File: config.mk
export PLATFORM = sky130hd
export DESIGN_NAME = alarm_mode_ctrl_flat
export DESIGN_NICKNAME = d
export VERILOG_FILES = /design/src/rtl/alarm_mode_ctrl_pkg.sv /design/src/rtl/alarm_mode_ctrl_if.sv /design/src/rtl/alarm_mode_ctrl_mod_adj.sv /design/src/rtl/alarm_mode_ctrl.sv /design/src/flat_wrapper.sv
export SDC_FILE = /design/constraint.sdc
export NUM_CORES = 1
export LEC_CHECK = 0
export ABC_AREA = 1
export CAP_MARGIN = 20
export CORE_ASPECT_RATIO = 1.4
export CORE_UTILIZATION = 58
export DETAILED_ROUTE_END_ITERATION = 12
export DONT_BUFFER_PORTS = 1
export PLACE_DENSITY_LB_ADDON = 0.12
export REMOVE_ABC_BUFFERS = 1
export SETUP_SLACK_MARGIN = 0.05
export SLEW_MARGIN = 25
export SYNTH_ARGS = -nofsm -noshare
export SYNTH_HDL_FRONTEND = slang
export SYNTH_SLANG_ARGS = --single-unit
export TNS_END_PERCENT = 10
File: constraint.sdc
create_clock -name clk -period 1.9 [get_ports clk]
set_input_delay 0.285 -clock clk [delete_from_list [all_inputs] [get_ports clk]]
set_output_delay 0.285 -clock clk [all_outputs]
set_load 0.01 [all_outputs]
File: src/rtl/alarm_mode_ctrl_pkg.sv
// Shared types and constants for the alarm-clock mode controller.
package alarm_pkg;

  typedef enum logic [1:0] {
    RUN  = 2'd0,
    ADJ  = 2'd1,
    RING = 2'd2
  } state_t;

  localparam logic [1:0] F_THR  = 2'd0;
  localparam logic [1:0] F_TMIN = 2'd1;
  localparam logic [1:0] F_AHR  = 2'd2;
  localparam logic [1:0] F_AMIN = 2'd3;

  localparam int HR_MAX  = 23;
  localparam int MIN_MAX = 59;
  localparam int HR_W    = 5;
  localparam int MIN_W   = 6;

  // Field index to the one-hot select seen by the display/edit datapath.
  function automatic logic [3:0] fld_onehot(input logic [1:0] f);
    return 4'b0001 << f;
  endfunction

endpackage

File: src/rtl/alarm_mode_ctrl_if.sv
// Button/time inputs and display/timekeeper outputs of the mode controller.
interface alarm_mode_ctrl_if;
  logic       btn_c;
  logic       btn_l;
  logic       btn_r;
  logic       btn_u;
  logic       btn_d;
  logic       tick_1hz;
  logic       alarm_en;
  logic [4:0] cur_hr;
  logic [5:0] cur_min;
  logic [5:0] cur_sec;
  logic [3:0] mode;
  logic [4:0] edit_hr;
  logic [5:0] edit_min;
  logic       time_load;
  logic [4:0] alm_hr;
  logic [5:0] alm_min;
  logic       buzz;
  logic       adj_active;

  modport master (
    output btn_c, btn_l, btn_r, btn_u, btn_d, tick_1hz, alarm_en,
    output cur_hr, cur_min, cur_sec,
    input  mode, edit_hr, edit_min, time_load, alm_hr, alm_min, buzz, adj_active
  );

  modport slave (
    input  btn_c, btn_l, btn_r, btn_u, btn_d, tick_1hz, alarm_en,
    input  cur_hr, cur_min, cur_sec,
    output mode, edit_hr, edit_min, time_load, alm_hr, alm_min, buzz, adj_active
  );
endinterface

File: src/rtl/alarm_mode_ctrl_mod_adj.sv
// Wrapping increment/decrement of a field value within 0..i_max.
module mod_adj #(
  parameter int W = 5
) (
  input  logic [W-1:0] i_val,
  input  logic [W-1:0] i_max,
  input  logic         i_up,
  input  logic         i_down,
  output logic [W-1:0] o_next
);

  localparam logic [W-1:0] ONE = W'(1);

  // Up and down together cancel; otherwise step with wrap at both ends.
  always_comb begin
    o_next = i_val;
    if (i_up && !i_down) begin
      o_next = (i_val == i_max) ? '0 : i_val + ONE;
    end else if (i_down && !i_up) begin
      o_next = (i_val == '0) ? i_max : i_val - ONE;
    end
  end

endmodule

File: src/rtl/alarm_mode_ctrl.sv
// Alarm clock mode controller: time/alarm adjust sequencing, alarm match, ringing.
module alarm_mode_ctrl
  import alarm_pkg::*;
#(
  parameter int RING_SECS = 60
) (
  input logic             clk,
  input logic             rst,
  alarm_mode_ctrl_if.slave bus
);

  localparam logic [7:0]       RING_LAST = 8'(RING_SECS - 1);
  localparam logic [HR_W-1:0]  HR_LIM    = HR_W'(HR_MAX);
  localparam logic [MIN_W-1:0] MIN_LIM   = MIN_W'(MIN_MAX);

  state_t           r_state, w_state_nxt;
  logic [1:0]       r_fld, w_fld_nxt;
  logic [HR_W-1:0]  r_edit_hr, w_edit_hr_nxt;
  logic [MIN_W-1:0] r_edit_min, w_edit_min_nxt;
  logic [HR_W-1:0]  r_alm_hr, w_alm_hr_nxt;
  logic [MIN_W-1:0] r_alm_min, w_alm_min_nxt;
  logic [7:0]       r_ring_cnt, w_ring_cnt_nxt;
  logic             r_time_load, w_time_load_nxt;
  logic [3:0]       r_mode, w_mode_nxt;
  logic             r_buzz, w_buzz_nxt;
  logic             r_adj_active, w_adj_active_nxt;

  logic [HR_W-1:0]  w_hr_val, w_hr_next;
  logic [MIN_W-1:0] w_min_val, w_min_next;
  logic             w_match;

  // Time and alarm fields share one adjuster per width; fld[1] picks alarm vs time.
  assign w_hr_val  = r_fld[1] ? r_alm_hr  : r_edit_hr;
  assign w_min_val = r_fld[1] ? r_alm_min : r_edit_min;

  mod_adj #(.W(HR_W)) u_adj_hr (
    .i_val  (w_hr_val),
    .i_max  (HR_LIM),
    .i_up   (bus.btn_u),
    .i_down (bus.btn_d),
    .o_next (w_hr_next)
  );

  mod_adj #(.W(MIN_W)) u_adj_min (
    .i_val  (w_min_val),
    .i_max  (MIN_LIM),
    .i_up   (bus.btn_u),
    .i_down (bus.btn_d),
    .o_next (w_min_next)
  );

  assign w_match = bus.alarm_en && bus.tick_1hz && (bus.cur_sec == '0) &&
                   (bus.cur_hr == r_alm_hr) && (bus.cur_min == r_alm_min);

  // Next-state, field, data register and registered-output computation.
  always_comb begin
    w_state_nxt      = r_state;
    w_fld_nxt        = r_fld;
    w_edit_hr_nxt    = r_edit_hr;
    w_edit_min_nxt   = r_edit_min;
    w_alm_hr_nxt     = r_alm_hr;
    w_alm_min_nxt    = r_alm_min;
    w_ring_cnt_nxt   = r_ring_cnt;
    w_time_load_nxt  = 1'b0;

    unique case (r_state)
      RUN: begin
        if (bus.btn_c) begin
          w_edit_hr_nxt  = bus.cur_hr;
          w_edit_min_nxt = bus.cur_min;
          w_fld_nxt      = F_THR;
          w_state_nxt    = ADJ;
        end else if (w_match) begin
          w_ring_cnt_nxt = '0;
          w_state_nxt    = RING;
        end
      end

      ADJ: begin
        if (bus.btn_c) begin
          w_time_load_nxt = 1'b1;
          w_state_nxt     = RUN;
        end else begin
          // Adjust uses the field selected before any move in this cycle.
          unique case (r_fld)
            F_THR:   w_edit_hr_nxt  = w_hr_next;
            F_TMIN:  w_edit_min_nxt = w_min_next;
            F_AHR:   w_alm_hr_nxt   = w_hr_next;
            F_AMIN:  w_alm_min_nxt  = w_min_next;
            default: ;
          endcase
          if (bus.btn_r && !bus.btn_l && (r_fld != F_AMIN)) begin
            w_fld_nxt = r_fld + 2'd1;
          end else if (bus.btn_l && !bus.btn_r && (r_fld != F_THR)) begin
            w_fld_nxt = r_fld - 2'd1;
          end
        end
      end

      RING: begin
        if (bus.tick_1hz) begin
          w_ring_cnt_nxt = r_ring_cnt + 8'd1;
        end
        if ((bus.tick_1hz && (r_ring_cnt == RING_LAST)) || bus.btn_c || !bus.alarm_en) begin
          w_ring_cnt_nxt = '0;
          w_state_nxt    = RUN;
        end
      end

      default: w_state_nxt = RUN;
    endcase

    w_adj_active_nxt = (w_state_nxt == ADJ);
    w_buzz_nxt       = (w_state_nxt == RING);
    w_mode_nxt       = (w_state_nxt == ADJ) ? fld_onehot(w_fld_nxt) : 4'b0000;
  end

  // State and output registers with asynchronous reset.
  always_ff @(posedge clk or posedge rst) begin
    if (rst) begin
      r_state      <= RUN;
      r_fld        <= F_THR;
      r_edit_hr    <= '0;
      r_edit_min   <= '0;
      r_alm_hr     <= '0;
      r_alm_min    <= '0;
      r_ring_cnt   <= '0;
      r_time_load  <= 1'b0;
      r_mode       <= '0;
      r_buzz       <= 1'b0;
      r_adj_active <= 1'b0;
    end else begin
      r_state      <= w_state_nxt;
      r_fld        <= w_fld_nxt;
      r_edit_hr    <= w_edit_hr_nxt;
      r_edit_min   <= w_edit_min_nxt;
      r_alm_hr     <= w_alm_hr_nxt;
      r_alm_min    <= w_alm_min_nxt;
      r_ring_cnt   <= w_ring_cnt_nxt;
      r_time_load  <= w_time_load_nxt;
      r_mode       <= w_mode_nxt;
      r_buzz       <= w_buzz_nxt;
      r_adj_active <= w_adj_active_nxt;
    end
  end

  assign bus.mode       = r_mode;
  assign bus.edit_hr    = r_edit_hr;
  assign bus.edit_min   = r_edit_min;
  assign bus.time_load  = r_time_load;
  assign bus.alm_hr     = r_alm_hr;
  assign bus.alm_min    = r_alm_min;
  assign bus.buzz       = r_buzz;
  assign bus.adj_active = r_adj_active;

endmodule

File: src/flat_wrapper.sv
// flat-port wrapper written by rule: the top's interface ports become plain ports
module alarm_mode_ctrl_flat import alarm_pkg::*;
#(
  parameter int RING_SECS = 60
)
  (clk, rst, bus_btn_c, bus_btn_l, bus_btn_r, bus_btn_u, bus_btn_d, bus_tick_1hz, bus_alarm_en, bus_cur_hr, bus_cur_min, bus_cur_sec, bus_mode, bus_edit_hr, bus_edit_min, bus_time_load, bus_alm_hr, bus_alm_min, bus_buzz, bus_adj_active);
  alarm_mode_ctrl_if bus_i ();
  input logic clk;
  input logic rst;
  input wire logic [$bits(bus_i.btn_c)-1:0] bus_btn_c;
  input wire logic [$bits(bus_i.btn_l)-1:0] bus_btn_l;
  input wire logic [$bits(bus_i.btn_r)-1:0] bus_btn_r;
  input wire logic [$bits(bus_i.btn_u)-1:0] bus_btn_u;
  input wire logic [$bits(bus_i.btn_d)-1:0] bus_btn_d;
  input wire logic [$bits(bus_i.tick_1hz)-1:0] bus_tick_1hz;
  input wire logic [$bits(bus_i.alarm_en)-1:0] bus_alarm_en;
  input wire logic [$bits(bus_i.cur_hr)-1:0] bus_cur_hr;
  input wire logic [$bits(bus_i.cur_min)-1:0] bus_cur_min;
  input wire logic [$bits(bus_i.cur_sec)-1:0] bus_cur_sec;
  output wire logic [$bits(bus_i.mode)-1:0] bus_mode;
  output wire logic [$bits(bus_i.edit_hr)-1:0] bus_edit_hr;
  output wire logic [$bits(bus_i.edit_min)-1:0] bus_edit_min;
  output wire logic [$bits(bus_i.time_load)-1:0] bus_time_load;
  output wire logic [$bits(bus_i.alm_hr)-1:0] bus_alm_hr;
  output wire logic [$bits(bus_i.alm_min)-1:0] bus_alm_min;
  output wire logic [$bits(bus_i.buzz)-1:0] bus_buzz;
  output wire logic [$bits(bus_i.adj_active)-1:0] bus_adj_active;
  assign bus_i.btn_c = bus_btn_c;
  assign bus_i.btn_l = bus_btn_l;
  assign bus_i.btn_r = bus_btn_r;
  assign bus_i.btn_u = bus_btn_u;
  assign bus_i.btn_d = bus_btn_d;
  assign bus_i.tick_1hz = bus_tick_1hz;
  assign bus_i.alarm_en = bus_alarm_en;
  assign bus_i.cur_hr = bus_cur_hr;
  assign bus_i.cur_min = bus_cur_min;
  assign bus_i.cur_sec = bus_cur_sec;
  assign bus_mode = bus_i.mode;
  assign bus_edit_hr = bus_i.edit_hr;
  assign bus_edit_min = bus_i.edit_min;
  assign bus_time_load = bus_i.time_load;
  assign bus_alm_hr = bus_i.alm_hr;
  assign bus_alm_min = bus_i.alm_min;
  assign bus_buzz = bus_i.buzz;
  assign bus_adj_active = bus_i.adj_active;
  alarm_mode_ctrl #(.RING_SECS(RING_SECS)) u_core (.clk(clk), .rst(rst), .bus(bus_i));
endmodule
### Yosys cells after proc, flatten, opt, wreduce, memory -nomap -nowiden

Index checks and enable logic that the tools add are counted.

* output and inout port bits: 29
* bits of input ports: 26
* word-level logic and storage cells: 107
* flip-flop bits (word level): 41

* mux-type cells: 36
* reductions and logical operators: 31
* shift-type cells: 1
* bitwise operators: 1
* equality and inequality tests: 20
* add/sub/neg operators: 7

Operators by type and width (number)
* 2-to-1 mux 6 bit: 8
* 2-to-1 mux 5 bit: 8
* 2-to-1 mux 8 bit: 4
* 2-to-1 mux 2 bit: 8
* case mux 8 bit (2 select lines): 1
* zero test 6 bit: 2
* != test 2 bit (second input constant): 6
* case mux 6 bit (2 select lines): 1
* AND reduction 4 bit: 3
* logical AND 1 bit: 11
* case mux 5 bit (2 select lines): 1
* adder 8 x 1 -> 8 bit (second input constant): 1
* equality test 2 bit (second input constant): 4
* equality test 8 x 6 -> 1 bit (second input constant): 1
* adder 6 x 1 -> 6 bit (second input constant): 1
* equality test 2 x 1 -> 1 bit (second input constant): 3
* equality test 6 bit: 1
* equality test 6 bit (second input constant): 1
* case mux 2 bit (3 select lines): 1
* AND reduction 3 bit: 2
* nonzero test 2 bit: 3
* subtractor 6 x 1 -> 6 bit (second input constant): 1
* adder 5 x 1 -> 5 bit (second input constant): 1
* equality test 5 bit: 1
* other kinds (15): 22

### Logic depth before layout (Yosys ltp)

* depth after elaboration: 9
* gate-level depth with buffers: 17
* depth with buffers taken out: 15

### Cells and area by module

A second synthesis with hierarchy kept.

* cell total of the unflattened synthesis: 521
* area total of the unflattened synthesis: 3377.0 um^2

By module, submodules not included
* alarm_mode_ctrl: cells each 331, area an instance 2387.3 um^2, times used 1, seq. area each 1026.0 um^2
* mod_adj at u_core.u_adj_min: cells each 111, area an instance 555.5 um^2, times used 1, seq. area each 0.0 um^2
* mod_adj at u_core.u_adj_hr: cells each 79, area an instance 434.2 um^2, times used 1, seq. area each 0.0 um^2

### Worst setup path after synthesis

Ideal clock, no wire load.

* path kind: reg-to-reg
* from: register u_core.r_fld[1]
* to: register u_core.r_edit_hr[1], in the netlist u_core.bus.edit_hr[1]
* buffers on the path: 2
* period minus slack after synthesis: 1.853 ns
* cell stages (with the launch flop): 13
* data required time: 1.759 ns
* arrival: 1.712 ns
* path slack: 0.047 ns
* setup time: 0.141 ns
* cells stage by stage: dfrtp_1 -> buf_6 -> inv_4 -> buf_8 -> nand2_1 -> nand2_2 -> inv_1 -> ha_1 -> o21ai_0 -> o21a_1 -> nor2_1 -> a21oi_1 -> o21ai_1

* word-level cells in the longest chain between the ends: 8
* elaborated cells between the ends (all ways): 15
* classes of those cells: add/sub (2); eq/ne (2); mux (8); reduce/logical (3)

RTL lines
* start: declaration: RTL line alarm_mode_ctrl.sv:17 `logic [1:0] r_fld, w_fld_nxt;`
* start signal: assignment: RTL line alarm_mode_ctrl.sv:134 `r_fld <= w_fld_nxt;`
* 2-to-1 mux 5 bit: RTL line alarm_mode_ctrl.sv:33 `assign w_hr_val = r_fld[1] ? r_alm_hr : r_edit_hr;`
* subtractor 5 x 1 -> 5 bit / zero test 5 bit (equally long branches): RTL line alarm_mode_ctrl_mod_adj.sv:20 `o_next = (i_val == '0) ? i_max : i_val - ONE;`
* 2-to-1 mux 5 bit: RTL line alarm_mode_ctrl_mod_adj.sv:20
* 2-to-1 mux 5 bit: RTL line alarm_mode_ctrl_mod_adj.sv:19 `end else if (i_down && !i_up) begin`
* 2-to-1 mux 5 bit: RTL line alarm_mode_ctrl_mod_adj.sv:17 `if (i_up && !i_down) begin`
* 2-to-1 mux 5 bit: RTL line alarm_mode_ctrl.sv:85 `unique case (r_fld)`
* 2-to-1 mux 5 bit: RTL line alarm_mode_ctrl.sv:80 `if (bus.btn_c) begin`
* case mux 5 bit (2 select lines): RTL line alarm_mode_ctrl.sv:66 `unique case (r_state)`
* end signal: assignment: RTL line alarm_mode_ctrl.sv:135 `r_edit_hr <= w_edit_hr_nxt;`
* end: declaration: RTL line alarm_mode_ctrl.sv:18 `logic [HR_W-1:0] r_edit_hr, w_edit_hr_nxt;`

Parallel ways exist; a longest one is shown, timed or not. The select of a mux whose other input is x is not followed.
A chain may end at the register's enable or synchronous reset.

### Worst setup path after layout

* from: register u_core.r_fld[1]
* to: register u_core.r_alm_min[2], in the netlist u_core.bus.alm_min[2]

* word-level cells in the longest chain between the ends: 5
* elaborated cells between the ends (all ways): 11
* classes of those cells: add/sub (2); eq/ne (2); mux (5); reduce/logical (2)

RTL lines
* 2-to-1 mux 6 bit: RTL line alarm_mode_ctrl.sv:34 `assign w_min_val = r_fld[1] ? r_alm_min : r_edit_min;`
* subtractor 6 x 1 -> 6 bit / zero test 6 bit (equally long branches): RTL line alarm_mode_ctrl_mod_adj.sv:20
* 2-to-1 mux 6 bit: RTL line alarm_mode_ctrl_mod_adj.sv:20
* 2-to-1 mux 6 bit: RTL line alarm_mode_ctrl_mod_adj.sv:19
* 2-to-1 mux 6 bit: RTL line alarm_mode_ctrl_mod_adj.sv:17
* end signal: assignment: RTL line alarm_mode_ctrl.sv:138 `r_alm_min <= w_alm_min_nxt;`
* end: declaration: RTL line alarm_mode_ctrl.sv:21 `logic [MIN_W-1:0] r_alm_min, w_alm_min_nxt;`

Parallel ways exist; a longest one is shown, timed or not.

==> flow_metrics.py <==
metrics = {
    "power_and_ir_drop": {
        "pwr-share-seq_pct": 29.0,
        "p_switching_mw": 2.64,
        "pwr-share-clk_pct": 14.2,
        "combPwrFrac_pct": 56.8,
        "intPower_mw": 2.80,
        "p_leak_nw": 1.86,
        "switching_share_pct": 48.5,
        "powerDensity_mw_per_mm2": 1430,
        "irDropWorstVdd_uv": 837,
    },
    "critical_path": {
        "critPathMaxStageDelay_ps": 460,
        "cp_data_arrival_time_ps": 2090,
        "worstReg2RegStart": "u_core.r_fld[1]",
        "worst_ep_required_time_ps": 2090,
        "cp.buffers_inverters": 3,
        "critPathKind": "reg -> reg",
        "path_cells": "buf_6, clkinv_8, buf_8, nand2_2, nand2_4, ha_4, nand2_2, nor2_4, nand3_4, nand3_1, nand2_2, nand2_1, o21ai_0",
        "cp-end-kind": "flip-flop",
        "cp_max_fo": 6,
        "start_kind": "flip-flop",
        "path_common_cell": "nand2_2",
        "startpoint": "u_core.r_fld[1]",
        "cp_top_family": "simple AND/OR/NAND/NOR gates",
        "cp_slowest_cell": "dfrtp_2",
    },
    "timing": {
        "relSlewSlack_pct": 64.0,
        "final.period_utilization_pct": 99.7,
        "hold_slack_ps": 3.92,
        "maxSlewViolCount": 0,
        "setup_viol": 0,
        "worstMarginPinSlew_ps": 541,
        "hold_viol_final": 0,
        "rsz0062_at_grt": "yes",
        "fin_skew_ps": 6.06,
        "max_freq_mhz": 528,
        "fin_crit_ps": 1890,
    },
    "floorplan": {
        "die-height_um": 88.9,
        "die_x_um": 64.0,
        "ios": 55,
        "fp.coreArea_sq_mm": 0.00520,
        "die_area_sq_mm": 0.00569,
        "num_rows": 31,
        "initial_core_util_pct": 60.1,
    },
    "global_route": {
        "grt_usage_pct": 28.6,
        "grt.busiest_layer": "met2",
        "use_met3_pct": 4.90,
        "grtUsageMet2_pct": 49.6,
        "grt_pass1_wl_um": 12600,
        "overflow": 0,
        "grt_pass1_vias": 2810,
        "grt_max_degree": 42,
        "antenna_found_initial": 0,
        "grtUsageMet1_pct": 35.1,
    },
    "logic_synthesis": {
        "synth.distinct_cells": 37,
        "synth_xor_area_share_pct": 5.04,
        "syn_inst": 446,
        "seq_area_frac_synth_pct": 32.8,
        "ys_top_cells_by_area": "dfrtp_1 33%, nand2_1 17%, nor2_1 6.8%",
        "yosys.area_share.simple_pct": 41.3,
        "synth-edff-count": 0,
        "syn_avg_cell_area_sq_um": 7.01,
        "synth_top_area_share_pct": 32.8,
        "yosys-mux-area-fraction_pct": 0,
        "synthArstFlopShare_pct": 100,
        "synth_warnings": 0,
        "ys_seq_elements": 41,
        "synth_top_area_cell": "dfrtp_1",
        "synth_top_family_by_area": "simple AND/OR/NAND/NOR gates",
        "synth-main-ff-cell": "dfrtp_1",
        "synth_most_common_cell": "nand2_1",
        "synth_compound_area_share_pct": 8.29,
        "synthAdderAreaFrac_pct": 4.40,
        "synth_top_cells_by_count": "138 x nand2_1, 57 x nor2_1, 41 x dfrtp_1, 41 x inv_1, 34 x nand3_1",
        "synth_area_sq_mm": 0.00313,
    },
    "run": {
        "maxCapViolCount": 0,
    },
    "layout": {
        "area_delta_synth_final_pct": 22.3,
        "finalInstanceArea_sq_mm": 0.00382,
        "utilization_pct": 73.5,
        "fin_cells": 546,
        "final_layout_size_suffix_gt1_share_pct": 26.7,
        "diodes": 0,
        "nets": 516,
    },
    "detailed_routing": {
        "vias_per_cell": 5.64,
        "via_count": 3082,
        "dr.pass1.iters": 5,
        "drc": 0,
        "wl_per_cell_um": 16.0,
        "ant_nets": 0,
        "drtIter0Drc": 236,
        "wl_um": 8740,
    },
    "placement": {
        "placedCellCount": 523,
        "routabilityCongestion": 0.940,
        "hpwlAfterDp_um": 5650,
        "io_buffers": 0,
        "placed_cell_area_sq_mm": 0.00328,
    },
    "clocking": {
        "cts_sinks": 41,
        "clk_pin_slew_worst_paths_ps": 90,
        "clock_path_buffers": 2,
        "cts_tree": "yes",
        "clock_tree.root_cell": "clkbuf_8",
        "cts_buffers": 5,
        "cts_hold_buf": 0,
        "insertion_delay_ps": 300,
        "htree_levels": 2,
    },
    "hold_path": {
        "hold_class": "in -> async",
    },
    "status": {
        "status": "finished, final reports clean",
    },
}
==> power by group through the flow <==
stage	Sequential, mW	Combinational, mW	Clock [mW]
after global routing	1.62	3.38	0.817
after detailed placement	1.58	2.28	0
after floorplan	1.53	1.73	0
after CTS	1.56	2.33	0.775
after global placement	1.58	2.23	0
final	1.58	3.10	0.771
==> state kept, by name, indices dropped and copies added, names as in the netlist <==
signal,count
u_core.bus.adj_active,1
u_core.bus.alm_hr,5
u_core.bus.alm_min,6
u_core.bus.buzz,1
u_core.bus.edit_hr,5
u_core.bus.edit_min,6
u_core.bus.mode,4
u_core.bus.time_load,1
u_core.r_fld,2
u_core.r_ring_cnt,8
u_core.r_state,2
==> logic make-up (layout without fill, tap and decap cells) <==
family	count (synthesis)	count (layout)
buffers and inverters	57	91
flip-flops	41	41
XOR/XNOR	18	18
adder cells (fa/ha/maj)	11	11
AO/OA/AOI/OAI	39	39
AND/OR/NAND/NOR	280	280
==> layout by cell type, fill, tap and decap left out, types with 7 or more instances in the layout <==
cell type / instances
nand2_1: 127
inv_2: 10
nor2_4: 10
nand3_2: 9
buf_4: 26
a21oi_1: 7
xor2_1: 10
nand4_1: 8
nand3_1: 26
nand2_2: 12
nor3_1: 11
nor2_1: 51
dfrtp_1: 40
xnor2_1: 7
a31oi_1: 7
nand2_4: 15
inv_1: 37
==> layout make-up <==
type	count	area, sq um
Timing Repair Buffer	33	278
Clock inverter	2	37.5
Inverter	50	203
Sequential cell	41	1030
Clock buffer	6	82.6
Fill cell	403	1380
Tap cell	66	82.6
Multi-Input combinational cell	348	2110
==> worst paths after layout <==
kind	to	cells after the start	slack, ps
max in group asynchronous	u_core.r_fld[1]	2	1510
min	u_core.r_ring_cnt[5]	2	4
max reg2reg	u_core.bus.alm_min[2]	13	5
min in group clk	u_core.bus.adj_active	3	160
max	u_core.bus.alm_min[2]	13	5
min reg2reg	u_core.r_ring_cnt[1]	2	520
==> routing by layer <==
layer,part of all wire (%),wire [um]
met5,0,0
met2,52,4530
met3,6.4,556
met4,2.6,223
met1,39,3430
==> timing repair <==
action,in CTS,in global routing
buffers inserted,3,13
endpoints found under the setup margin,16,27
pin swaps,0,40
gates resized for setup,4,76
==> through the flow <==
step	power, mW	TNS, ps	worst slack [ps]
finish	5.45	0	5.08
global route	5.82	-597	-66.7
CTS	4.66	0	47.8
detailed placement	3.86	-187	-77.7
global placement	3.81	0	6.22
floorplan	3.25	-781	-117
Power figures use the tool's default switching activity.
